File: config.mk
export PLATFORM = sky130hd
export DESIGN_NAME = led_pattern_sequencer
export DESIGN_NICKNAME = d
export VERILOG_FILES = /design/src/rtl/led_pattern_sequencer.sv
export SDC_FILE = /design/constraint.sdc
export NUM_CORES = 1
export LEC_CHECK = 0
export BUFFER_PORTS_ARGS = -buffer_cell sky130_fd_sc_hd__buf_2
export CORE_UTILIZATION = 55
export CTS_CLUSTER_SIZE = 40
export DETAILED_ROUTE_END_ITERATION = 16
export MAX_ROUTING_LAYER = met4
export PLACE_DENSITY = 0.73
export SLEW_MARGIN = 20
export SYNTH_ARGS = -nofsm -noshare
export SYNTH_HDL_FRONTEND = slang
export SYNTH_SLANG_ARGS = --single-unit
File: constraint.sdc
create_clock -name clk -period 8.4 [get_ports clk]
set_clock_uncertainty 0.05 [all_clocks]
set_input_delay 0.42 -clock clk [delete_from_list [all_inputs] [get_ports clk]]
set_output_delay 0.42 -clock clk [all_outputs]
set_load 0.05 [all_outputs]
File: src/rtl/led_pattern_sequencer.sv
// led_pattern_sequencer
//   Plays a stored list of (LED pattern, duration in ms) steps on the 8 board
//   LEDs. It is paced by the system 1 ms tick. Steps are written through a
//   valid/ready port while idle, and they are kept across playbacks.
//
// Build option:
//   LED_SEQ_LOOP_EN - when this macro is defined, playback wraps from the last
//   step to step 0 and runs until iStop or rst. oDone is then never asserted.
//   When the macro is undefined, playback is one-shot and oDone pulses at the
//   natural end of the sequence.
//
// Ports:
//   clk, rst   system clock, asynchronous active-high reset
//   iTick1ms   one-cycle pulse once per millisecond
//   iWrValid / iWrData / iWrDur / oWrReady   step-write handshake (IDLE only)
//   iClear     empties the step list (IDLE only); wins over a write in the same cycle
//   iStart     begins playback when at least one step is stored
//   iStop      aborts playback; wins over iStart and over a completing tick
//   oLed       active-high LED pattern (0 when idle)
//   oBusy      high while playing
//   oDone      one-cycle pulse at the natural end of the sequence
//   oStep      index of the step being shown
//   oCount     number of stored steps
module led_pattern_sequencer #(
  parameter int DEPTH = 8,
  parameter int DUR_W = 10,
  localparam int SW = $clog2(DEPTH)
) (
  input  logic             clk,
  input  logic             rst,
  input  logic             iTick1ms,
  input  logic             iWrValid,
  input  logic [7:0]       iWrData,
  input  logic [DUR_W-1:0] iWrDur,
  output logic             oWrReady,
  input  logic             iClear,
  input  logic             iStart,
  input  logic             iStop,
  output logic [7:0]       oLed,
  output logic             oBusy,
  output logic             oDone,
  output logic [SW-1:0]    oStep,
  output logic [SW:0]      oCount
);

  typedef enum logic [0:0] {
    ST_IDLE = 1'b0,
    ST_PLAY = 1'b1
  } state_t;

  localparam logic [SW:0] DEPTH_C   = (SW+1)'(DEPTH);
  localparam logic [SW:0] COUNT_ONE = {{SW{1'b0}}, 1'b1};

  // Step memory (no reset: the contents are meaningless until they are written)
  logic [7:0]       r_pat [DEPTH];
  logic [DUR_W-1:0] r_dur [DEPTH];

  state_t           r_state, w_state_n;
  logic [7:0]       r_led, w_led_n;
  logic             r_busy, w_busy_n;
  logic             r_done, w_done_n;
  logic [SW-1:0]    r_step, w_step_n;
  logic [SW:0]      r_count, w_count_n;
  logic [DUR_W-1:0] r_ms, w_ms_n;
  logic             r_wr_ready, w_wr_ready_n;
  logic             w_mem_we;

  logic             w_wr_fire;
  logic             w_last;
  logic [SW:0]      w_step_inc;
  logic [DUR_W-1:0] w_dur_eff;
  logic [DUR_W:0]   w_ms_inc;

  // r_wr_ready is only ever high in IDLE, so this term is also the accept condition.
  assign w_wr_fire  = iWrValid & r_wr_ready;
  assign w_last     = ({1'b0, r_step} == (r_count - COUNT_ONE));
  assign w_step_inc = {1'b0, r_step} + COUNT_ONE;
  // A stored duration of 0 is played as 1 ms.
  assign w_dur_eff  = (r_dur[r_step] == {DUR_W{1'b0}}) ? {{(DUR_W-1){1'b0}}, 1'b1}
                                                       : r_dur[r_step];
  assign w_ms_inc   = {1'b0, r_ms} + {{DUR_W{1'b0}}, 1'b1};

  // Next-state and next-output logic for the IDLE/PLAY sequencer
  always_comb begin
    w_state_n    = r_state;
    w_led_n      = r_led;
    w_busy_n     = r_busy;
    w_done_n     = 1'b0;
    w_step_n     = r_step;
    w_count_n    = r_count;
    w_ms_n       = r_ms;
    w_wr_ready_n = r_wr_ready;
    w_mem_we     = 1'b0;

    case (r_state)
      ST_IDLE: begin
        if (iClear) begin
          w_count_n = {(SW+1){1'b0}};
        end else if (w_wr_fire) begin
          w_mem_we  = 1'b1;
          w_count_n = r_count + COUNT_ONE;
        end else begin
          w_count_n = r_count;
        end

        // Stop masks start. A clear in the same cycle empties the list, so it masks start too.
        if (iStart && !iStop && !iClear && (r_count != {(SW+1){1'b0}})) begin
          w_state_n    = ST_PLAY;
          w_busy_n     = 1'b1;
          w_step_n     = {SW{1'b0}};
          w_ms_n       = {DUR_W{1'b0}};
          w_led_n      = r_pat[0];
          w_wr_ready_n = 1'b0;
        end else begin
          w_wr_ready_n = (w_count_n < DEPTH_C);
        end
      end

      ST_PLAY: begin
        if (iStop) begin
          w_state_n    = ST_IDLE;
          w_led_n      = 8'h00;
          w_busy_n     = 1'b0;
          w_step_n     = {SW{1'b0}};
          w_ms_n       = {DUR_W{1'b0}};
          w_wr_ready_n = (r_count < DEPTH_C);
        end else if (iTick1ms) begin
          if (w_ms_inc >= {1'b0, w_dur_eff}) begin
            w_ms_n = {DUR_W{1'b0}};
            if (w_last) begin
`ifdef LED_SEQ_LOOP_EN
              w_step_n = {SW{1'b0}};
              w_led_n  = r_pat[0];
`else
              w_state_n    = ST_IDLE;
              w_led_n      = 8'h00;
              w_busy_n     = 1'b0;
              w_step_n     = {SW{1'b0}};
              w_done_n     = 1'b1;
              w_wr_ready_n = (r_count < DEPTH_C);
`endif
            end else begin
              w_step_n = w_step_inc[SW-1:0];
              w_led_n  = r_pat[w_step_inc[SW-1:0]];
            end
          end else begin
            w_ms_n = w_ms_inc[DUR_W-1:0];
          end
        end else begin
          w_ms_n = r_ms;
        end
      end

      default: begin
        w_state_n    = ST_IDLE;
        w_led_n      = 8'h00;
        w_busy_n     = 1'b0;
        w_step_n     = {SW{1'b0}};
        w_ms_n       = {DUR_W{1'b0}};
        w_wr_ready_n = (r_count < DEPTH_C);
      end
    endcase
  end

  // State and registered-output update, asynchronously reset
  always_ff @(posedge clk or posedge rst) begin
    if (rst) begin
      r_state    <= ST_IDLE;
      r_led      <= 8'h00;
      r_busy     <= 1'b0;
      r_done     <= 1'b0;
      r_step     <= {SW{1'b0}};
      r_count    <= {(SW+1){1'b0}};
      r_ms       <= {DUR_W{1'b0}};
      r_wr_ready <= 1'b1;
    end else begin
      r_state    <= w_state_n;
      r_led      <= w_led_n;
      r_busy     <= w_busy_n;
      r_done     <= w_done_n;
      r_step     <= w_step_n;
      r_count    <= w_count_n;
      r_ms       <= w_ms_n;
      r_wr_ready <= w_wr_ready_n;
    end
  end

  // Step memory write. A write is only enabled while r_count < DEPTH, so the index is in range.
  always_ff @(posedge clk) begin
    if (w_mem_we) begin
      r_pat[r_count[SW-1:0]] <= iWrData;
      r_dur[r_count[SW-1:0]] <= iWrDur;
    end
  end

  assign oLed     = r_led;
  assign oBusy    = r_busy;
  assign oDone    = r_done;
  assign oStep    = r_step;
  assign oCount   = r_count;
  assign oWrReady = r_wr_ready;

endmodule

==> metrics.yaml <==
startpoint_type: "flop"
dieArea_um2: 13700
grt_pass1_wl_mm: 21.4
cp_data_required_time_ns: 8.67
finalMaxSlewViolations: 0
drive_above_1_share: 0.277
vias: 3986
rsz0062_at_grt: "false"
path_clk_slew_ns: 0.07
status: "complete, no violations"
multi_input_area_um2: 2150
avgRoutedWirePerCell_um: 20.8
cts_resized: 0
root_buffer: "clkbuf_16"
cpLargestDelayFamily: "compound AO/OA/AOI/OAI gates"
setup_viol: 0
vias_per_cell: 5.91
worstMarginPinSlew_ns: 1.05
regArea_um2: 5050
post-route-util: 0.657
synth_cell_type_count: 51
rows: 41
finish.net_count: 528
gp_routability_congestion: 0.847
post_cts_buffers: 0
syn_nets: 473
start_util: 0.572
synthXorXnorAreaFrac: 0.0154
crit_type: "flop to flop"
ys_ff_latch: 173
cp.arrival_ns: 4.39
ys.warnings.count: 0
async_reset_ff_frac: 0.168
synth_fa_ha_area_frac: 0.0240
power.density_nw_per_um2: 248
cts_sinks: 173
synth_area_um2: 7310
clock_path_buffers: 2
ir_drop_mv: 0.215
ys.flop_type: "edfxtp_1"
yosys.area_share.simple: 0.0574
syn_avg_cell_area_um2: 16.8
grt_max_degree: 34
finalCritPeriodShare: 0.490
io_pins: 43
ys_seq_area_frac: 0.691
grt.overflow.total: 0
synth_edf_count: 144
area.growth.synth_to_final_pct: 14.9
insertion_delay_ns: 0.43
maxCapViolations: 0
port_buffers: 42
muxShareOfSynthArea: 0.139
cp_num_buf_inv: 0
tns_ns: 0
firstDrtPassIters: 5
antenna_found_initial: 0
drc: 0
crit_chain: "mux4_2 > mux2i_1 > nand4_1 > o31ai_1 > ha_1 > nor2b_1 > o21ai_0 > a41o_1 > o21ai_2 > nor3_1 > a21o_1"
coreArea_um2: 12800
min_path_type: "primary input to async pin"
synth_compound_area_frac: 0.0555
period_minus_slack_ns: 4.12
cts_tree: "yes"
netlist_instances: 434
antenna_cells: 0
cts_made_buffers: 17
die_h_um: 117
wl_mm: 14.0
grt_pass1_vias: 3901
htreeDepth: 4
grt_usage: 0.232
hold_viol: 0
fillers: 838
ant_nets: 0
p_leak_nw: 3.00
postCtsHoldBufs: 0
path_max_fanout: 23
crit_slowest_cell: "dfrtp_1"
dp.final_hpwl_mm: 8.36
cpPeakStageDelay_ns: 1.03
worst_slew_margin_rel: 0.303
end_kind: "flop"
synth_top_family_by_area: "multiplexers"
clock.fmax_mhz: 243
die_w_um: 117
initialDrtViolationCount: 459
-- registers in the layout, summed over array words and instances, names as in the netlist --
name	flops
oWrReady	1
oCount	4
oLed	8
r_pat	64
r_dur	80
oBusy	1
oStep	3
oDone	1
r_state	1
r_ms	10
-- worst min-delay path: stages --
cell and delay (ns):
buf_2 0.09, inv_1 0.04, buf_4 0.35
-- per-layer routing --
layer,GRT usage,part of all wire
met1,0.300,0.43
met2,0.358,0.49
met3,0.0639,0.062
met4,0.0785,0.014
met5,-,0
-- cell usage in the layout, fill, tap and decap left out, drive strengths merged, types with 7 or more instances in the layout --
cell type,Yosys,routed
edfxtp,144,144
buf,13,54
mux4,36,36
nand2,33,33
o21ai,29,29
dfrtp,28,28
nor2,23,23
mux2i,18,18
inv,9,18
clkbuf,5,17
ha,14,14
a21oi,11,11
nand3,10,10
xor2,7,7
-- Yosys cell counts (all sizes together), types with 9 or more instances --
cell type	n	share of area
buf	13	0.010
dfrtp	28	0.096
o21ai	29	0.020
nand2	33	0.017
ha	14	0.024
nor2	23	0.012
edfxtp	144	0.59
inv	9	0.0046
mux4	36	0.11
a21oi	11	0.0075
mux2i	18	0.025
nand3	10	0.0069
-- layout make-up --
class,count,area share
repair buffers,54,0.0358
well taps,172,0.0256
clock inverters,15,0.0258
flip-flops and latches,173,0.602
clock buffers,17,0.0507
inverters,9,0.00402
multi-input cells,234,0.256
-- report_power, final --
group / switching, mW / internal (mW) / leakage (nW)
Combinational: 0.178 / 0.0779 / 1.01
Sequential: 0.0219 / 0.967 / 1.69
Clock: 0.352 / 0.485 / 0.313
-- final timing paths --
path	end	from	cells past startpoint	slack, ns
setup / recovery	oStep[0]	oStep[2]	11	4.28
hold / removal	oCount[1]	rst	3	0.007
max in group asynchronous	oWrReady	rst	3	7.98
setup reg to reg	oStep[0]	oStep[2]	11	4.28
hold reg to reg	oLed[6]	oLed[6]	2	0.44
min in group clk	oDone	iStop	2	0.18
-- cells by family (layout without fill, tap and decap cells) --
kind of cell             after synthesis  in the layout
multiplexers                          56             56
flip-flops                           173            173
buffers and inverters                 27             95
AO/OA/AOI/OAI                         61             61
adder cells (fa/ha/maj)               14             14
AND/OR/NAND/NOR                       91             91
XOR/XNOR                              12             12
-- per-stage QoR --
| step | instances | setup WS (ns) | instance area [um2] | total power, mW | hold WS [ns] |
|---|---|---|---|---|---|
| after global routing | 674 | 3.96 | 8390 | 2.15 | 0.0612 |
| after floorplan | 434 | 4.85 | 7310 | 1.19 | 0.424 |
| after global placement | 642 | 4.49 | 7750 | 1.26 | 0.415 |
| after CTS | 674 | 4.25 | 8390 | 2.09 | 0.0112 |
| after detailed placement | 642 | 4.27 | 7750 | 1.26 | 0.431 |
| final | 674 | 4.28 | 8390 | 2.08 | 0.00724 |
(Power assumes the default switching activity.)
